**config.mk**
```make
export PLATFORM = sky130hd
export DESIGN_NAME = skid_fifo_sync
export DESIGN_NICKNAME = d
export VERILOG_FILES = /design/src/rtl/skid_fifo_sync.sv
export SDC_FILE = /design/constraint.sdc
export NUM_CORES = 1
export LEC_CHECK = 0
export CAP_MARGIN = 20
export CORE_ASPECT_RATIO = 1.5
export CORE_MARGIN = 4
export CORE_UTILIZATION = 45
export DETAILED_ROUTE_END_ITERATION = 6
export DONT_BUFFER_PORTS = 1
export PLACE_DENSITY = 0.62
export SYNTH_ARGS = -nofsm -noshare
export SYNTH_HDL_FRONTEND = slang
export SYNTH_SLANG_ARGS = --single-unit
export TNS_END_PERCENT = 50
```
**constraint.sdc**
```tcl
create_clock -name clk -period 7.5 [get_ports clk]
set_input_delay 1.5 -clock clk [delete_from_list [all_inputs] [get_ports clk]]
set_output_delay 1.5 -clock clk [all_outputs]
set_load 0.05 [all_outputs]
```
**src/rtl/skid_fifo_sync.sv**
```systemverilog
// skid_fifo_sync: DEPTH-entry first-word-fall-through valid/ready FIFO with occupancy count and almost-full flag.
// Define SKID_FIFO_FLUSH_EN to add a synchronous flush input that empties the queue in one cycle.
module skid_fifo_sync #(
  parameter int DATA_WIDTH  = 32,
  parameter int DEPTH       = 4,
  parameter int AFULL_LEVEL = 3
) (
  input  logic                         clk,
  input  logic                         reset_n,
  input  logic [DATA_WIDTH-1:0]        in_data,
  input  logic                         in_valid,
  output logic                         in_ready,
  output logic [DATA_WIDTH-1:0]        out_data,
  output logic                         out_valid,
  input  logic                         out_ready,
  output logic [$clog2(DEPTH+1)-1:0]   count,
  output logic                         almost_full
`ifdef SKID_FIFO_FLUSH_EN
  ,
  input  logic                         flush
`endif
);

  localparam int AW = $clog2(DEPTH);
  localparam int PW = AW + 1;
  localparam int CW = $clog2(DEPTH + 1);

  if (DEPTH < 2 || (DEPTH & (DEPTH - 1)) != 0) begin : g_depth_chk
    $error("skid_fifo_sync: DEPTH must be a power of two and at least 2");
  end
  if (AFULL_LEVEL < 1 || AFULL_LEVEL > DEPTH) begin : g_afull_chk
    $error("skid_fifo_sync: AFULL_LEVEL must lie in 1..DEPTH");
  end

  logic [DATA_WIDTH-1:0] mem_q [DEPTH];
  logic [PW-1:0]         wr_ptr_q, wr_ptr_d;
  logic [PW-1:0]         rd_ptr_q, rd_ptr_d;
  logic [PW-1:0]         used;
  logic                  past_reset_q;
  logic                  empty, full, rx, tx, wr_en;

  // Wrap bit distinguishes full from empty when the index bits match.
  assign empty = (wr_ptr_q == rd_ptr_q);
  assign full  = (wr_ptr_q[PW-1] != rd_ptr_q[PW-1]) &&
                 (wr_ptr_q[AW-1:0] == rd_ptr_q[AW-1:0]);

  assign in_ready  = !full && !past_reset_q;
  assign out_valid = !empty;
  assign rx        = in_valid && in_ready;
  assign tx        = out_valid && out_ready;

  assign used        = wr_ptr_q - rd_ptr_q;
  assign count       = CW'(used);
  assign almost_full = (32'(used) >= AFULL_LEVEL);
  assign out_data    = mem_q[rd_ptr_q[AW-1:0]];

  always_comb begin
    wr_ptr_d = wr_ptr_q;
    rd_ptr_d = rd_ptr_q;
    wr_en    = 1'b0;
    if (rx) begin
      wr_ptr_d = wr_ptr_q + PW'(1);
      wr_en    = 1'b1;
    end
    if (tx) begin
      rd_ptr_d = rd_ptr_q + PW'(1);
    end
`ifdef SKID_FIFO_FLUSH_EN
    // Flush drops a same-cycle incoming beat; a same-cycle outgoing beat has already completed.
    if (flush) begin
      wr_ptr_d = wr_ptr_q;
      rd_ptr_d = wr_ptr_q;
      wr_en    = 1'b0;
    end
`endif
  end

  always_ff @(posedge clk) begin
    past_reset_q <= !reset_n;
    if (!reset_n) begin
      wr_ptr_q <= '0;
      rd_ptr_q <= '0;
    end else begin
      wr_ptr_q <= wr_ptr_d;
      rd_ptr_q <= rd_ptr_d;
    end
  end

  // Storage is not reset; the pointers alone define which entries are live.
  always_ff @(posedge clk) begin
    if (reset_n && wr_en) begin
      mem_q[wr_ptr_q[AW-1:0]] <= in_data;
    end
  end

endmodule
```
==> results of run 1 <==
[logic make-up after synthesis]
| logic type | Yosys count |
|---|---|
| DFF | 137 |
| xor gates and xnor gates | 2 |
| buffers and inverters | 16 |
| muxes | 37 |
| AOI/OAI and AO/OA | 9 |
| adders and majority gates | 8 |
| and+or+nand+nor | 17 |
[registers in the layout, summed over array words and instances (netlist names), named ones only]
signal	flops
mem_q	128
past_reset_q	1
rd_ptr_q	3
wr_ptr_q	3
[cells in the final DEF, fill, tap and decap left out, types with 2 or more instances in the layout]
master	instances
clkbuf_16	17
inv_1	8
ha_1	7
clkinv_4	4
dfxtp_1	7
dfxtp_2	2
a31oi_1	2
nand2_1	7
mux4_2	32
clkinvlp_4	4
mux2i_1	5
clkbuf_1	4
nand2b_1	2
edfxtp_1	128
buf_4	2
bufinv_16	2
and3_2	4
[worst register-to-register path, stage by stage (launching register included)]
cell	delay, ps
dfxtp_1	380
inv_1	110
ha_1	400
a311oi_4	360
and3_2	840
[final cells by class]
type                    instances  area (um2)  area share (%)
clock buffers                  20         437            7.35
clock inverters                12         145            2.44
inverters                       8        30.0           0.506
multi-input cells              73        1100            18.5
flip-flops and latches        137        4030            67.8
well taps                     147         184            3.10
repair buffers                  3        18.8           0.316
[power by group]
group	leakage [nW]	switching [mW]	internal [mW]
combinational	0.379	0.238	0.0857
clock	0.269	0.300	0.494
sequential	1.23	0.0122	0.853
total	1.88	0.551	1.43
[path summary, 6_finish.rpt]
kind,slack (ps),cells after the start,endpoint
max,3630,5,almost_full
min,510,2,wr_ptr_q[0]
max reg2reg,5010,4,mem_q[1][4]
min reg2reg,510,2,wr_ptr_q[0]
[metrics by stage]
step	worst slack [ps]	instance area (um2)	std cells	hold slack (ps)	util [%]
global placement	3640	5350	366	482	47.8
detailed placement	3610	5350	366	505	47.8
finish	3630	5940	400	511	53.2
CTS	3170	5930	398	513	53.1
floorplan	3710	5190	226	469	-
global route	3560	5940	400	545	53.2
[layer usage]
| layer | vias up | global-route usage (%) | part of all wire [%] |
|---|---|---|---|
| met1 | 1107 | 15.3 | 37 |
| met2 | 71 | 23.0 | 54 |
| met4 | 0 | 5.85 | 1.6 |
| met5 | - | 0 | 0 |
| li1 | 969 | - | - |
| met3 | 13 | 5.78 | 7.2 |
==> results.tsv, run 1 <==
stage	metric	value	unit
run_status	status	complete, no violations	
sta	timing.final.crit_share	51.6	%
clock_network	ctsHoldBuffers	0	
drt	vias	2160	
global_routing	grt_max_degree	33	
finish	drive_gt1_share	28.5	%
sta	maxSlewViolCount	0	
yosys	synth_compound_area_share	1.66	%
setup_path	startpoint_type	flop	
yosys	seq_area_frac_synth	77.5	%
min_path	min_from	wr_ptr_q[0]	
yosys	synth_top_family_by_area	multiplexers	
setup_path	timing.rr.start	wr_ptr_q[0]	
global_routing	antenna_found_initial	0	
setup_path	crit_path_frequent_cell	inv_1	
finish	n_fill_cell	880	
clock_network	h-tree-depth	4	
yosys	ys_warn_count	0	
global_routing	grt_overflow_total	0	
setup_path	path_delay_family	adder cells	
clock_network	post-cts-setup-buffers	0	
clock_network	cts_buffers	17	
yosys	synth_fa_ha_area_share	2.07	%
sta	rsz0062_at_grt	no	
setup_path	cp_data_arrival_time	2370	ps
floorplan	dieArea	13400	um2
yosys	synth-xor-area-share	0.699	%
clock_network	cts_tree	yes	
yosys	synth_ff_type	edfxtp_1	
drt	drtPass1Iterations	4	
flow_run	cap_viol_max_count	0	
yosys	yosys-top-cells-area	edfxtp_1, mux4_2, dfxtp_1	
power_and_ir_drop	worst_ir_drop_vdd	0.209	mV
setup_path	crit_path_end_kind	output pin	
drt	drt_wl_total	8.27	mm
global_routing	grt_pass1_vias	2421	
yosys	yosys.cell_types.count	28	
sta	max_slew_margin	22.8	%
finish	areaGrowthSynthToFinish	14.4	%
setup_path	slowest_stage	fa_1	
floorplan	fp.dieW	95.7	um
clock_network	clock-root-buffer	clkbuf_16	
power_and_ir_drop	power.density	334	nW/um2
sta	skew	8.08	ps
clock_network	path_clk_slew	60	ps
floorplan	die_height	140	um
yosys	synthCells	226	
floorplan	rows	47	
floorplan	core	11200	um2
yosys	synth_common_cells	edfxtp_1, mux4_2, dfxtp_1, inv_1	
power_and_ir_drop	total_power	1.98	mW
drt	ant_nets	0	
yosys	ys_ff_latch	137	
yosys	syn_avg_cell_area	23.0	um2
yosys	synth_top_area_share	74.1	%
power_and_ir_drop	p_leak	1.88	nW
drt	routed_via_density	5.40	
finish	finalNetCount	284	
setup_path	cp_max_fo	4	
placed_design	dp_hpwl	5.03	mm
sta	fin_crit	3870	ps
sta	fin_tns_setup	0	ps
drt	drtIter0Drc	108	
sta	worst_slew_pin_slew	1150	ps
setup_path	critPathMaxStageDelay	820	ps
finish	antenna-diode-count	0	
clock_network	cts-resized-gates	0	
global_routing	grt_pass1_wl	13.2	mm
placed_design	place_congestion	0.756	
yosys	syn-num-nets	270	
setup_path	critPathKind	reg2out	
drt	drc_errors	0	
sta	report.final.hold_viol_count	0	
drt	wl_per_cell	20.7	um
setup_path	required	6000	ps
yosys	synth_largest_area_cell	edfxtp_1	
sta	fmax	258	MHz
floorplan	io_pins	74	
yosys	synth_area	5190	um2
global_routing	grt.total_usage	13.8	%
placed_design	portBuffers	0	
clock_network	clk_path_buf_depth	2	
sta	finalSetupViolations	0	
yosys	yosysMostFrequentCell	edfxtp_1	
yosys	synth_edf_count	128	
yosys	yosys.area_share.simple	1.78	%
setup_path	crit_path_start	wr_ptr_q[0]	
setup_path	path_buf_inv	2	
clock_network	clk_latency	400	ps
clock_network	numClockSinks	137	
yosys	muxShareOfSynthArea	14.9	%
setup_path	crit_chain	inv_1 -> ha_1 -> inv_1 -> fa_1 -> a21o_1	
min_path	hold_class	reg2reg	
yosys	async_reset_ff_share	0	%
floorplan	start_util	46.5	%
Note: power is estimated with default switching activity, not from simulation.
==> run 2: changes to the inputs <==
Clock period 7.5 ns to 3.6 ns, I/O delays scaled along.
==> results.tsv, run 2 (synthesized netlist as in run 1, its figures left out) <==
stage	metric	value	unit
run_status	status	complete, no violations	
clock_network	cts_tree	yes	
sta	maxSlewViolCount	0	
drt	vias	2210	
setup_path	cp_max_fo	4	
global_routing	grtUsageMet2	25.3	%
sta	finalSetupViolations	0	
drt	drtPass1Iterations	4	
finish	drive_gt1_share	29.6	%
setup_path	critPathKind	reg2out	
power_and_ir_drop	p_leak	1.92	nW
floorplan	io_pins	74	
drt	ant_nets	0	
finish	n_fill_cell	910	
sta	fin_tns_setup	0	ps
floorplan	dieArea	13400	um2
sta	timing.final.crit_share	85.4	%
floorplan	die_height	140	um
floorplan	rows	47	
clock_network	cts_buffers	17	
drt	drtIter0Drc	110	
setup_path	cp_data_arrival_time	2360	ps
finish	largest_reg_flops	128	
sta	fin_crit	3080	ps
global_routing	grt_overflow_total	0	
min_path	holdPathStages	0	
drt	routed_via_density	5.47	
global_routing	antenna_found_initial	0	
power_and_ir_drop	power.density	681	nW/um2
clock_network	post-cts-setup-buffers	0	
global_routing	grtUsageMet1	16.2	%
finish	finalNetCount	291	
power_and_ir_drop	clockPowerShare	38.6	%
power_and_ir_drop	total_power	4.06	mW
global_routing	grt_use_met3	5.72	%
global_routing	grt_max_degree	33	
sta	worst_slew_pin_slew	907	ps
clock_network	h-tree-depth	4	
sta	skew	9.11	ps
setup_path	required	2880	ps
finish	seq_area	4030	um2
finish	antenna-diode-count	0	
sta	max_slew_margin	39.5	%
setup_path	regToRegEndpoint	mem_q[0][11]	
setup_path	crit_path_end_kind	output pin	
global_routing	busiest_layer	met2	
flow_run	cap_viol_max_count	0	
min_path	min_to	mem_q[1][23]	
clock_network	clk_latency	400	ps
sta	report.final.hold_viol_count	0	
setup_path	r2r_slack	1130	ps
power_and_ir_drop	worst_ir_drop_vdd	0.376	mV
sta	whs	410	ps
placed_design	place_congestion	0.689	
clock_network	ctsHoldBuffers	0	
finish	final_common_cell	edfxtp_1	
setup_path	ff2ff_path_depth	5	
clock_network	numClockSinks	137	
power_and_ir_drop	pwr-share-seq	45.1	%
drt	wl_per_cell	21.9	um
clock_network	clock-root-buffer	clkbuf_16	
setup_path	startpoint_type	flop	
drt	drt_wl_total	8.84	mm
power_and_ir_drop	p_comb_share	16.3	%
drt	drc_errors	0	
clock_network	cts-resized-gates	0	
power_and_ir_drop	intPower	2.96	mW
min_path	hold_class	in2reg	
setup_path	timing.rr.start	wr_ptr_q[0]	
global_routing	grt_pass1_wl	14.2	mm
clock_network	path_clk_slew	50	ps
power_and_ir_drop	p_switching	1.11	mW
finish	multiInputGateArea	1100	um2
placed_design	portBuffers	0	
min_path	min_from	in_data[23]	
sta	rsz0062_at_grt	no	
clock_network	clk_path_buf_depth	2	
floorplan	core	11200	um2
finish	areaGrowthSynthToFinish	14.9	%
floorplan	start_util	46.5	%
global_routing	grt_pass1_vias	2505	
power_and_ir_drop	sw_frac_of_total	27.2	%
sta	fmax	325	MHz
global_routing	grt.total_usage	14.9	%
placed_design	dp_hpwl	5.77	mm
finish	final_cell_mix	edfxtp_1, mux4_2, clkbuf_16	
floorplan	fp.dieW	95.7	um
-- run 2: changes by cell type in the layout (fill, tap and decap cells not counted), sizes merged --
cell,change
clkinvlp,-3
clkbuf,-4
inv,-2
buf,+8
clkinv,+5
-- run 2: layout make-up --
type,instances,share of cell area [%]
clock buffers,17,7.13
multi-input cells,73,18.4
well taps,147,3.08
clock inverters,12,1.87
inverters,8,0.504
repair buffers,10,1.47
flip-flops and latches,137,67.5
-- run 2: metal layers --
layer,part of all wire [%],vias up
met2,57,63
met4,1.5,0
met3,6.7,13
met5,0,-
met1,35,1158
li1,-,976
-- run 2: how the worst max path moves through the flow --
stage                 from           to  slack [ps]  cells past startpoint
5_1_grt        wr_ptr_q[0]  almost_full         420                      5
3_3_place_gp   wr_ptr_q[0]  almost_full         950                      5
6_report       wr_ptr_q[0]  almost_full         520                      5
4_1_cts        wr_ptr_q[0]  almost_full         490                      5
3_5_place_dp   wr_ptr_q[0]  almost_full         940                      5
2_1_floorplan  wr_ptr_q[0]  almost_full         590                      6
-- run 2: power groups by stage --
stage | clock, mW | combinational [mW] | sequential, mW
2_1_floorplan | 0 | 0.639 | 1.82
3_3_place_gp | 0 | 0.669 | 1.87
3_5_place_dp | 0 | 0.672 | 1.87
4_1_cts | 1.60 | 0.673 | 1.84
5_1_grt | 1.68 | 0.691 | 1.84
6_report | 1.57 | 0.662 | 1.83
-- run 2: critical path: stages, from the launching register on --
cell	delay, ps
dfxtp_1	330
inv_1	130
ha_1	160
inv_1	50
fa_1	830
a21o_1	460
-- run 2: stage by stage --
step           cell area [um2]  setup slack (ps)  cells  util (%)
2_1_floorplan             5190               592    226         -
3_3_place_gp              5430               951    375      48.6
3_5_place_dp              5430               942    375      48.6
4_1_cts                   5960               491    404      53.4
5_1_grt                   5960               418    404      53.4
6_report                  5960               524    404      53.4
==> run 3: changes to the inputs <==
--- a/config.mk
+++ b/config.mk
@@ -9,7 +9,7 @@
 export CORE_ASPECT_RATIO = 1.5
-export CORE_MARGIN = 4
-export CORE_UTILIZATION = 45
+export CORE_MARGIN = 2
+export CORE_UTILIZATION = 50
 export DETAILED_ROUTE_END_ITERATION = 6
 export DONT_BUFFER_PORTS = 1
-export PLACE_DENSITY = 0.62
+export PLACE_DENSITY = 0.67
 export SYNTH_ARGS = -nofsm -noshare
==> constraint.sdc (replaced) <==
create_clock -name clk -period 3.6 [get_ports clk]
set_input_delay 0.36 -clock clk [delete_from_list [all_inputs] [get_ports clk]]
set_output_delay 0.36 -clock clk [all_outputs]
set_load 0.05 [all_outputs]
==> results.tsv, run 3 (synthesized netlist as in run 1, its figures left out) <==
stage	metric	value	unit
clock_network	path_clk_slew	50	ps
floorplan	io_pins	74	
sta	rsz0062_at_grt	no	
floorplan	start_util	51.2	%
drt	vias	2168	
finish	final_common_cell	edfxtp_1	
sta	finalSetupViolations	0	
clock_network	cts_buffers	17	
placed_design	dp_hpwl	5.20	mm
global_routing	grt_max_degree	33	
global_routing	grt_pass1_vias	2458	
run_status	status	complete, no violations	
power_and_ir_drop	power.density	678	nW/um2
floorplan	dieArea	11200	um2
global_routing	grt_pass1_wl	13.3	mm
min_path	hold_class	in2reg	
placed_design	portBuffers	0	
floorplan	die_height	129	um
drt	drtIter0Drc	90	
clock_network	post-cts-setup-buffers	0	
setup_path	crit_path_end_kind	output pin	
finish	final_cell_mix	edfxtp_1, mux4_2, clkbuf_16	
drt	drt_wl_total	8.29	mm
clock_network	h-tree-depth	4	
floorplan	core	10100	um2
sta	worst_slew_pin_slew	860	ps
placed_design	place_congestion	0.720	
finish	antenna-diode-count	0	
clock_network	clk_path_buf_depth	2	
setup_path	startpoint_type	flop	
finish	finalNetCount	285	
power_and_ir_drop	p_leak	1.87	nW
setup_path	r2r_slack	1180	ps
setup_path	required	3240	ps
drt	ant_nets	0	
sta	skew	7.63	ps
global_routing	grt.total_usage	16.6	%
flow_run	cap_viol_max_count	0	
finish	areaGrowthSynthToFinish	12.7	%
sta	report.final.hold_viol_count	0	
floorplan	fp.dieW	87.2	um
finish	largest_reg_flops	128	
clock_network	cts-resized-gates	0	
clock_network	ctsHoldBuffers	0	
drt	wl_per_cell	22.3	um
sta	fin_tns_setup	0	ps
drt	drtPass1Iterations	4	
floorplan	rows	45	
clock_network	numClockSinks	137	
finish	n_fill_cell	743	
sta	fmax	368	MHz
sta	setup_ws	885	ps
clock_network	clock-root-buffer	clkbuf_16	
setup_path	cp_data_arrival_time	2360	ps
clock_network	cts_tree	yes	
setup_path	cp_max_fo	4	
power_and_ir_drop	worst_ir_drop_vdd	0.384	mV
global_routing	antenna_found_initial	0	
drt	routed_via_density	5.84	
sta	fin_crit	2720	ps
sta	timing.final.crit_share	75.4	%
finish	seq_area	4030	um2
placed_design	pre_cts_slack	1130	ps
drt	drc_errors	0	
sta	maxSlewViolCount	0	
global_routing	grt_overflow_total	0	
clock_network	clk_latency	400	ps
finish	multiInputGateArea	1100	um2
finish	drive_gt1_share	27.2	%
sta	max_slew_margin	42.7	%
setup_path	critPathKind	reg2out	
[run 3: cell types whose count changed in the layout (fill, tap and decap cells not counted), moves of 2 or more]
cell and delta:
clkbuf_1 +8, buf_4 -5, clkinv_1 -4, clkbuf_8 +3, bufinv_16 -2
[run 3: power by group]
| part | switching [mW] | internal, mW | leakage, nW |
|---|---|---|---|
| Sequential | 0.0485 | 1.78 | 1.23 |
| Combinational | 0.475 | 0.182 | 0.388 |
| Clock | 0.552 | 0.930 | 0.256 |
[run 3: critical path: stages (launching register included)]
cell	delay, ps
dfxtp_1	330
inv_1	130
ha_1	160
inv_1	50
fa_1	820
a21o_1	460
[run 3: metal layers]
metal	vias to the layer above	global-route usage, %	part of all wire (%)
met5	-	0	0
met4	0	6.61	1.4
met3	9	8.21	7.5
met1	1129	17.8	37
li1	966	-	-
met2	64	27.9	54
[run 3: path summary, 6_finish.rpt]
kind / startpoint / endpoint / depth (start not counted)
hold / removal: in_data[15] / mem_q[1][15] / 0
hold reg to reg: wr_ptr_q[0] / wr_ptr_q[0] / 2
setup / recovery: wr_ptr_q[0] / almost_full / 5
setup reg to reg: wr_ptr_q[0] / mem_q[3][5] / 4
[run 3: stage by stage]
step                utilization [%]  instances  cell area (um2)  hold slack [ps]  power, mW
global placement               52.6        339             5330              459       2.53
detailed placement             52.6        339             5330              459       2.53
finish                         57.7        371             5850             53.3       3.97
global route                   57.7        371             5850             26.4       4.11
floorplan                         -        226             5190              459       2.46
CTS                            57.7        371             5850             34.4       4.01
[run 3: layout make-up]
class                   count  share of cell area, %
flip-flops and latches    137                   68.8
multi-input cells          73                   18.8
clock buffers              28                   8.49
well taps                 117                   2.50
repair buffers              4                  0.513
inverters                   8                  0.513
clock inverters             4                  0.342
